$ cat config.mk
export PLATFORM = sky130hd
export DESIGN_NAME = alu_serial_flat
export DESIGN_NICKNAME = d
export VERILOG_FILES = /design/src/rtl/alu_pkg.sv /design/src/rtl/alu_serial_if.sv /design/src/rtl/alu_digit.sv /design/src/rtl/alu_serial.sv /design/src/flat_wrapper.sv
export SDC_FILE = /design/constraint.sdc
export NUM_CORES = 1
export LEC_CHECK = 0
export CAP_MARGIN = 40
export CELL_PAD_IN_SITES_DETAIL_PLACEMENT = 0
export CELL_PAD_IN_SITES_GLOBAL_PLACEMENT = 1
export CORE_UTILIZATION = 33
export DETAILED_ROUTE_END_ITERATION = 7
export GPL_TIMING_DRIVEN = 0
export PLACE_DENSITY = 0.7
export SYNTH_ARGS = -nofsm -noshare
export SYNTH_HDL_FRONTEND = slang
export SYNTH_SLANG_ARGS = --single-unit
$ cat constraint.sdc
create_clock -name CLK -period 4.7 [get_ports CLK]
set_input_delay 0.705 -clock CLK [delete_from_list [all_inputs] [get_ports CLK]]
set_output_delay 0.705 -clock CLK [all_outputs]
set_load 0.02 [all_outputs]
$ cat src/rtl/alu_pkg.sv
// Shared definitions for the nibble-serial ALU: op codes, FSM states and
// the effective B-operand MSB used for the overflow flag.
package alu_pkg;

  localparam logic [3:0] OP_ADD  = 4'b0011;
  localparam logic [3:0] OP_SUB  = 4'b0111;
  localparam logic [3:0] OP_DBL  = 4'b1011;
  localparam logic [3:0] OP_OR   = 4'b1100;
  localparam logic [3:0] OP_AND  = 4'b1101;
  localparam logic [3:0] OP_XOR  = 4'b1110;
  localparam logic [3:0] OP_PASS = 4'b1111;

  typedef enum logic [1:0] {
    ST_IDLE = 2'b00,
    ST_RUN  = 2'b01,
    ST_DONE = 2'b10
  } state_t;

  // op[3:2] selects the adder's B operand: B, ~B, A, or 0.
  function automatic logic eff_b_msb(input logic [1:0] bsel,
                                     input logic       a_msb,
                                     input logic       b_msb);
    case (bsel)
      2'b00:   return b_msb;
      2'b01:   return ~b_msb;
      2'b10:   return a_msb;
      default: return 1'b0;
    endcase
  endfunction

endpackage

$ cat src/rtl/alu_serial_if.sv
// Request/result bundle between a datapath core and the serial ALU.
interface alu_serial_if #(parameter int WIDTH = 16);

  logic             start;
  logic [3:0]       op;
  logic             right;
  logic [WIDTH-1:0] AI;
  logic [WIDTH-1:0] BI;
  logic             CI;
  logic             BCD;
  logic             busy;
  logic             done;
  logic [WIDTH-1:0] OUT;
  logic             CO;
  logic             V;
  logic             Z;
  logic             N;
  logic             HC;

  modport master (
    output start, op, right, AI, BI, CI, BCD,
    input  busy, done, OUT, CO, V, Z, N, HC
  );

  modport slave (
    input  start, op, right, AI, BI, CI, BCD,
    output busy, done, OUT, CO, V, Z, N, HC
  );

endinterface

$ cat src/rtl/alu_digit.sv
// One 4-bit slice of the ALU: logic mux, binary adder and decimal correction.
module alu_digit
  import alu_pkg::*;
(
  input  logic [3:0] a_i,
  input  logic [3:0] b_i,
  input  logic       carry_i,
  input  logic [3:0] op_i,
  input  logic       bcd_i,
  output logic [3:0] digit_o,
  output logic       carry_o
);

  logic       is_logic;
  logic [3:0] logic_res;
  logic [3:0] add_a;
  logic [3:0] add_b;
  logic       add_c;
  logic [4:0] sum;

  always_comb begin
    is_logic  = (op_i[3:2] == 2'b11);
    logic_res = a_i;
    case ({2'b11, op_i[1:0]})
      OP_OR:   logic_res = a_i | b_i;
      OP_AND:  logic_res = a_i & b_i;
      OP_XOR:  logic_res = a_i ^ b_i;
      OP_PASS: logic_res = a_i;
      default: logic_res = a_i;
    endcase

    // Logic results pass through the adder with a zero B operand and no carry.
    add_a = is_logic ? logic_res : a_i;
    case (op_i[3:2])
      OP_ADD[3:2]: add_b = b_i;
      OP_SUB[3:2]: add_b = ~b_i;
      OP_DBL[3:2]: add_b = a_i;
      default:     add_b = 4'h0;
    endcase
    add_c = is_logic ? 1'b0 : carry_i;

    sum     = {1'b0, add_a} + {1'b0, add_b} + {4'b0000, add_c};
    digit_o = sum[3:0];
    carry_o = sum[4];

    if (bcd_i && (op_i == OP_ADD) && (sum > 5'd9)) begin
      digit_o = sum[3:0] + 4'd6;
      carry_o = 1'b1;
    end else if (bcd_i && (op_i == OP_SUB) && !sum[4]) begin
      digit_o = sum[3:0] - 4'd6;
      carry_o = 1'b0;
    end
  end

endmodule

$ cat src/rtl/alu_serial.sv
// Nibble-serial ALU: one digit per RDY-enabled cycle, LSB digit first,
// with the inter-digit carry registered and a start/busy/done handshake.
module alu_serial
  import alu_pkg::*;
#(
  parameter int WIDTH = 16
) (
  input  logic       CLK,
  input  logic       RST_N,
  input  logic       RDY,
  alu_serial_if.slave bus
);

  localparam int NDIG  = WIDTH / 4;
  localparam int CNT_W = (NDIG > 1) ? $clog2(NDIG) : 1;
  localparam logic [CNT_W-1:0] LAST = CNT_W'(NDIG - 1);

  state_t           state_q, state_d;
  logic [CNT_W-1:0] cnt_q, cnt_d;
  logic [WIDTH-1:0] a_q, a_d;
  logic [WIDTH-1:0] b_q, b_d;
  logic [3:0]       op_q, op_d;
  logic             right_q, right_d;
  logic             ci_q, ci_d;
  logic             bcd_q, bcd_d;
  logic             carry_q, carry_d;
  logic             hc0_q, hc0_d;
  logic [WIDTH-1:0] work_q, work_d;
  logic [WIDTH-1:0] out_q, out_d;
  logic             co_q, co_d;
  logic             hc_q, hc_d;
  logic             ai_msb_q, ai_msb_d;
  logic             bop_msb_q, bop_msb_d;

  logic [CNT_W+1:0] bit_idx;
  logic [3:0]       dig_a;
  logic [3:0]       dig_b;
  logic [3:0]       add_dig;
  logic             add_co;
  logic [WIDTH-1:0] sh_vec;
  logic [3:0]       res_dig;
  logic             res_co;

  assign bit_idx = {cnt_q, 2'b00};
  assign dig_a   = a_q[bit_idx +: 4];
  assign dig_b   = b_q[bit_idx +: 4];
  assign sh_vec  = {ci_q, a_q[WIDTH-1:1]};

  alu_digit u_digit (
    .a_i     (dig_a),
    .b_i     (dig_b),
    .carry_i (carry_q),
    .op_i    (op_q),
    .bcd_i   (bcd_q),
    .digit_o (add_dig),
    .carry_o (add_co)
  );

  // Shift-right bypasses the adder; each digit is taken from the pre-shifted operand.
  assign res_dig = right_q ? sh_vec[bit_idx +: 4] : add_dig;
  assign res_co  = right_q ? 1'b0 : add_co;

  always_comb begin
    state_d   = state_q;
    cnt_d     = cnt_q;
    a_d       = a_q;
    b_d       = b_q;
    op_d      = op_q;
    right_d   = right_q;
    ci_d      = ci_q;
    bcd_d     = bcd_q;
    carry_d   = carry_q;
    hc0_d     = hc0_q;
    work_d    = work_q;
    out_d     = out_q;
    co_d      = co_q;
    hc_d      = hc_q;
    ai_msb_d  = ai_msb_q;
    bop_msb_d = bop_msb_q;

    case (state_q)
      ST_IDLE, ST_DONE: begin
        state_d = ST_IDLE;
        if (bus.start) begin
          a_d     = bus.AI;
          b_d     = bus.BI;
          op_d    = bus.op;
          right_d = bus.right;
          ci_d    = bus.CI;
          bcd_d   = bus.BCD;
          carry_d = (bus.right || (bus.op[3:2] == 2'b11)) ? 1'b0 : bus.CI;
          cnt_d   = '0;
          state_d = ST_RUN;
        end
      end
      ST_RUN: begin
        work_d[bit_idx +: 4] = res_dig;
        carry_d = res_co;
        if (cnt_q == '0) begin
          hc0_d = res_co;
        end
        if (cnt_q == LAST) begin
          out_d     = work_d;
          co_d      = right_q ? a_q[0] : res_co;
          hc_d      = hc0_q;
          ai_msb_d  = a_q[WIDTH-1];
          bop_msb_d = eff_b_msb(op_q[3:2], a_q[WIDTH-1], b_q[WIDTH-1]);
          state_d   = ST_DONE;
        end else begin
          cnt_d = cnt_q + 1'b1;
        end
      end
      default: state_d = ST_IDLE;
    endcase
  end

  always_ff @(posedge CLK or negedge RST_N) begin
    if (!RST_N) begin
      state_q   <= ST_IDLE;
      cnt_q     <= '0;
      a_q       <= '0;
      b_q       <= '0;
      op_q      <= '0;
      right_q   <= 1'b0;
      ci_q      <= 1'b0;
      bcd_q     <= 1'b0;
      carry_q   <= 1'b0;
      hc0_q     <= 1'b0;
      work_q    <= '0;
      out_q     <= '0;
      co_q      <= 1'b0;
      hc_q      <= 1'b0;
      ai_msb_q  <= 1'b0;
      bop_msb_q <= 1'b0;
    end else if (RDY) begin
      state_q   <= state_d;
      cnt_q     <= cnt_d;
      a_q       <= a_d;
      b_q       <= b_d;
      op_q      <= op_d;
      right_q   <= right_d;
      ci_q      <= ci_d;
      bcd_q     <= bcd_d;
      carry_q   <= carry_d;
      hc0_q     <= hc0_d;
      work_q    <= work_d;
      out_q     <= out_d;
      co_q      <= co_d;
      hc_q      <= hc_d;
      ai_msb_q  <= ai_msb_d;
      bop_msb_q <= bop_msb_d;
    end
  end

  assign bus.busy = (state_q == ST_RUN);
  assign bus.done = (state_q == ST_DONE);
  assign bus.OUT  = out_q;
  assign bus.CO   = co_q;
  assign bus.HC   = hc_q;
  assign bus.N    = out_q[WIDTH-1];
  assign bus.Z    = ~|out_q;
  assign bus.V    = ai_msb_q ^ bop_msb_q ^ co_q ^ out_q[WIDTH-1];

endmodule

$ cat src/flat_wrapper.sv
// flat-port wrapper written by rule: the top's interface ports become plain ports
module alu_serial_flat import alu_pkg::*;
#(
  parameter int WIDTH = 16
)
  (CLK, RST_N, RDY, bus_start, bus_op, bus_right, bus_AI, bus_BI, bus_CI, bus_BCD, bus_busy, bus_done, bus_OUT, bus_CO, bus_V, bus_Z, bus_N, bus_HC);
  alu_serial_if #(.WIDTH(WIDTH)) bus_i ();
  input  logic CLK;
  input  logic RST_N;
  input  logic RDY;
  input wire logic [$bits(bus_i.start)-1:0] bus_start;
  input wire logic [$bits(bus_i.op)-1:0] bus_op;
  input wire logic [$bits(bus_i.right)-1:0] bus_right;
  input wire logic [$bits(bus_i.AI)-1:0] bus_AI;
  input wire logic [$bits(bus_i.BI)-1:0] bus_BI;
  input wire logic [$bits(bus_i.CI)-1:0] bus_CI;
  input wire logic [$bits(bus_i.BCD)-1:0] bus_BCD;
  output wire logic [$bits(bus_i.busy)-1:0] bus_busy;
  output wire logic [$bits(bus_i.done)-1:0] bus_done;
  output wire logic [$bits(bus_i.OUT)-1:0] bus_OUT;
  output wire logic [$bits(bus_i.CO)-1:0] bus_CO;
  output wire logic [$bits(bus_i.V)-1:0] bus_V;
  output wire logic [$bits(bus_i.Z)-1:0] bus_Z;
  output wire logic [$bits(bus_i.N)-1:0] bus_N;
  output wire logic [$bits(bus_i.HC)-1:0] bus_HC;
  assign bus_i.start = bus_start;
  assign bus_i.op = bus_op;
  assign bus_i.right = bus_right;
  assign bus_i.AI = bus_AI;
  assign bus_i.BI = bus_BI;
  assign bus_i.CI = bus_CI;
  assign bus_i.BCD = bus_BCD;
  assign bus_busy = bus_i.busy;
  assign bus_done = bus_i.done;
  assign bus_OUT = bus_i.OUT;
  assign bus_CO = bus_i.CO;
  assign bus_V = bus_i.V;
  assign bus_Z = bus_i.Z;
  assign bus_N = bus_i.N;
  assign bus_HC = bus_i.HC;
  alu_serial #(.WIDTH(WIDTH)) u_core (.CLK(CLK), .RST_N(RST_N), .RDY(RDY), .bus(bus_i));
endmodule
# After elaboration in Yosys (flattened, before gate mapping)
# Cells that the tools add are included.
# totals
regBits	81
in_bits	43
wordCells	94
# op_classes
add_sub_neg	6
n_lt_le_gt_ge	1
eq_ne	15
shift	5
mux	22
bitwise_logic	8
reduce_logical	21
# op_table
op	n
$shiftx A16 B5 Y4	3
$bwmux W16	1
$mux W4	4
$pmux W4 S4	1
$reduce_or A16 Y1	1
$shift A4 B6 Y16 const A	1
$shiftx A4 B6 Y16	1
$eq A2 B2 Y1 const B	7
$pmux W4 S3	1
$reduce_and A3 Y1	4
$logic_not A2 Y1	4
$mux W1	8
$pmux W2 S2	2
$eq A2 B1 Y1 const B	3
$mux W2	3
$neg A4 Y6	1
$add A4 B4 Y5	1
$add A5 B1 Y5	1
$gt A5 B4 Y1 const B	1
$add A4 B3 Y4 const B	1
$and A4 B4 Y4	1
$eq A4 B2 Y1 const B	1
$eq A4 B3 Y1 const B	1
$logic_and A1 B1 Y1	4
other kinds (17)	22

# Longest topological paths before layout
# depth
depth_word	13
depth_mapped	17
depth_no_buf	15

# Modules after synthesis
# From an unflattened synthesis, not the netlist that was laid out.
# unflattened
hier_cells	429
area_unflattened_um2	4670.7
# modules_own_cells
module	n_inst	cells_each	area_each_um2
alu_serial	1	318	3868.7
alu_digit	1	111	802.0

# Worst setup path after synthesis
# Ideal clock, no wire load.
# synth_timing
path_kind	register to register
start	register u_core.cnt_q[1]
end	register u_core.out_q[11] (netlist: u_core.bus.OUT[11])
setup_time_ns	0.141
arrival_ns	4.490
slack_ns	0.069
path_stages_with_launch	16
period_less_slack_ns	4.631
cell_sequence	dfrtp_1 -> clkbuf_1 -> buf_2 -> mux2_2 -> a21oi_1 -> ha_1 -> a2111oi_0 -> a221oi_1 -> fa_1 -> fa_1 -> xor2_2 -> ha_1 -> o2111a_1 -> a211o_1 -> a21oi_2 -> o31ai_1
# synth_via
elab_chain_len	13
word_cells_on_any_way	27
cone_classes	add/sub (5); order compare (1); eq/ne (1); shift (5); mux (7); bitwise (4); reduce/logical (4)
# synth_rtl
item	line	source
start, declared	alu_serial.sv:19	logic [CNT_W-1:0] cnt_q, cnt_d;
start signal, assigned	alu_serial.sv:137	cnt_q <= cnt_d;
branches (longest 13 deep; another with $add A4 B4 Y5)	--	
end signal, assigned	alu_serial.sv:147	out_q <= out_d;
end, declared	alu_serial.sv:29	logic [WIDTH-1:0] out_q, out_d;
# Several ways; the timed one is not identified.
# A chain may end at the register's enable or synchronous reset.

# Final worst setup path
# layout_timing
start	register u_core.cnt_q[0]
end	register u_core.out_q[15] (netlist: u_core.bus.OUT[15])
# Same word-level chain as after synthesis.

==> run_results.csv <==
group,metric,value,unit
place,dp_hpwl,8.82,mm
synth,synth_edf_count,0,
worst_setup_path,worst_ep_arrival_time,4.72,ns
global_routing,busiest_layer,"met2",
sta,clock-skew-final,0.00534,ns
sta,finalHoldViolCount,0,
worst_setup_path,worstSetupPathType,"register to register",
synth,synth_cell_type_count,54,
routing,first_pass_iters,4,
sta,tightestPinTransition,0.741,ns
routing,vias_per_cell,5.13,
die,num_rows,42,
global_routing,overflow,0,
clocking,cts-hold-fix-buffers,0,
cells_and_area,multi_input_area,2450,µm²
global_routing,grt_pass1_vias,3632,
cells_and_area,drive_gt1_share,18.5,%
clocking,clock-sinks,81,
routing,wirelength,11.7,mm
sta,period_share,95.5,%
sta,rsz0062_at_grt,"false",
synth,synthTopCellsByCount,"81 x dfrtp_1, 59 x nand2_1, 44 x mux2_2, 25 x a21oi_1, 19 x ha_1",
sta,fin_tns_setup,0,ns
place,globalplace.congestion,0.822,
synth,ys.flop_type,"dfrtp_1",
synth,synth_fp_nets,504,
synth,ys_seq_elements,81,
sta,setup_violations,0,
global_routing,grt_max_degree,63,
worst_setup_path,slowest_delay,0.58,ns
synth,synth.largest_area_cell,"dfrtp_1",
synth,synthMostInstantiatedCell,"dfrtp_1",
global_routing,grt_use_met2,29.0,%
global_routing,grt_use_total,17.2,%
clocking,clkLatencyLatePin,0.33,ns
clocking,cts_buffer_depth,2,
job,cap_violations,0,
synth,yosys_warnings,0,
die,die_area,14400,µm²
synth,netlist_top_cells_area,"dfrtp_1 44%, mux2_2 11%, ha_1 5.2%",
synth,synth_area,4600,µm²
routing,vias,3614,
die,initial_utilization,34.4,%
worst_setup_path,path_cells,"buf_4, mux4_2, inv_1, ha_1, a2111oi_1, a221oi_1, fa_2, fa_2, xor2_4, ha_1, nor4_1, a211o_1, a21oi_4, buf_12, o31ai_1",
worst_setup_path,crit_path_top_delay_cell,"mux4_2",
routing,drc,0,
synth,yosysSeqAreaShare,44.0,%
cells_and_area,seqCellArea,2030,µm²
global_routing,grtUsageMet1,21.9,%
global_routing,antenna_found_initial,0,
worst_hold_path,min_path_type,"primary input to async pin",
sta,slew_headroom,49.9,%
global_routing,grtUsageMet3,4.61,%
synth,syn_inst,440,
die,io_pins,66,
global_routing,grt_pass1_wl,19.2,mm
synth,yosysTopAreaCellShare,44.0,%
worst_setup_path,cp-start-kind,"register",
worst_setup_path,worstPathMaxFanout,8,
routing,post_drt_wl_per_cell,16.6,µm
cells_and_area,utilization,44.5,%
synth,syn_area_per_cell,10.5,µm²
cells_and_area,fillerInstances,1296,
sta,min_period,4.49,ns
clocking,htreeDepth,3,
sta,drv_slew,0,
die,die_h,120,µm
status,status,"complete, no violations",
die,core_area,13400,µm²
cells_and_area,num-nets-final,588,
routing,drt_iter0_drc,155,
clocking,cts_tree,"built",
die,die_w,120,µm
worst_setup_path,endpoint_kind,"register",
clocking,clk_pin_slew,0.06,ns
clocking,root_buffer,"clkbuf_16",
cells_and_area,area_delta_synth_final,29.7,%
worst_setup_path,required,4.93,ns
routing,drtAntennaViolNets,0,
place,portBuffers,65,
sta,max_freq,223,MHz
cells_and_area,antenna_cells,0,
clocking,cts_buffers,9,
synth,async_reset_ff_share,100,%
area by class of cell:
type | count | share of cell area (%)
buffer | 22 | 1.95
clock inverter | 4 | 1.24
inverter | 18 | 1.13
multi-input combinational | 318 | 41.0
clock buffer | 12 | 4.30
tap | 176 | 3.69
timing repair buffer | 74 | 12.7
sequential | 81 | 34.0
state kept, by name, indices dropped and copies added (netlist names), 2 cells and up:
register	flops
u_core.a_q	16
u_core.b_q	16
u_core.state_q	2
u_core.op_q	4
u_core.work_q	16
u_core.bus.OUT	16
u_core.cnt_q	2
metal layers:
layer	part of all wire (%)	vias to the layer above
met5	0	-
li1	-	1755
met3	5.7	10
met2	48	96
met4	0.93	0
met1	45	1753
final timing paths:
path / endpoint / from / slack (ns) / cells past startpoint
worst min-delay path: u_core.bus.OUT[7]$_DFFE_PN0P_ / RST_N / 0.25 / 1
max in group asynchronous: u_core.a_q[2]$_DFFE_PN0P_ / RST_N / 3.85 / 2
min in group CLK: u_core.work_q[15]$_DFFE_PN0P_ / u_core.work_q[15]$_DFFE_PN0P_ / 0.47 / 2
worst min register to register: u_core.work_q[15]$_DFFE_PN0P_ / u_core.work_q[15]$_DFFE_PN0P_ / 0.47 / 2
worst max-delay path: u_core.bus.OUT[15]$_DFFE_PN0P_ / u_core.cnt_q[0]$_DFFE_PN0P_ / 0.21 / 15
worst max register to register: u_core.bus.OUT[15]$_DFFE_PN0P_ / u_core.cnt_q[0]$_DFFE_PN0P_ / 0.21 / 15
placed cells by master, fill, tap and decap left out, types with 6 or more instances in the layout:
| master | netlist | routed |
|---|---|---|
| dfrtp_1 | 81 | 80 |
| clkdlybuf4s50_1 | 0 | 64 |
| nand2_1 | 59 | 59 |
| mux2_2 | 44 | 44 |
| a21oi_1 | 25 | 24 |
| ha_1 | 19 | 19 |
| inv_1 | 18 | 18 |
| nor2_1 | 17 | 17 |
| o21ai_1 | 16 | 17 |
| clkbuf_1 | 17 | 16 |
| buf_4 | 3 | 11 |
| o31ai_1 | 11 | 11 |
| o21ai_0 | 12 | 11 |
| mux2i_1 | 9 | 9 |
| nor2b_1 | 9 | 9 |
| clkbuf_16 | 0 | 9 |
| xnor2_1 | 8 | 8 |
| nor3b_1 | 8 | 8 |
| nor3_1 | 7 | 7 |
| nor4_1 | 7 | 7 |
| nand2b_1 | 6 | 6 |
repair_timing:
item                       CTS  global route
gates resized for setup     10             6
setup endpoints to repair   27            27
buffers inserted             3             4
pin swaps                    2             0
per-stage QoR:
step                      std cells  cell area, µm²  hold slack, ns  setup WS, ns
after global routing            705            5970           0.262       0.00796
after floorplan                 440            4600           0.409        0.0693
after global placement          681            5470           0.457        -0.777
after CTS                       701            5930           0.250        0.0135
after detailed placement        683            5510           0.459        -0.763
final                           705            5970           0.251         0.211
critical path: cells and delay by family, from the launching register on:
family	cells	cell delay, ns
xor+xnor	1	0.23
simple gates	1	0.27
compound gates	5	1.04
fa+ha+maj	4	1.40
flops	1	0.40
mux	1	0.58
buf+inv	3	0.45
logic make-up (layout without fill, tap and decap cells):
family,after synthesis,after routing,synth area share (%)
buf+inv,41,130,3.81
xor+xnor,10,10,2.07
simple gates,129,129,14.5
flops,81,81,44.0
mux,58,58,15.2
compound gates,100,100,14.4
fa+ha+maj,21,21,6.03
Power is not shown: default switching activity piles up to over one toggle a cycle in this logic, so the estimate is an artifact.
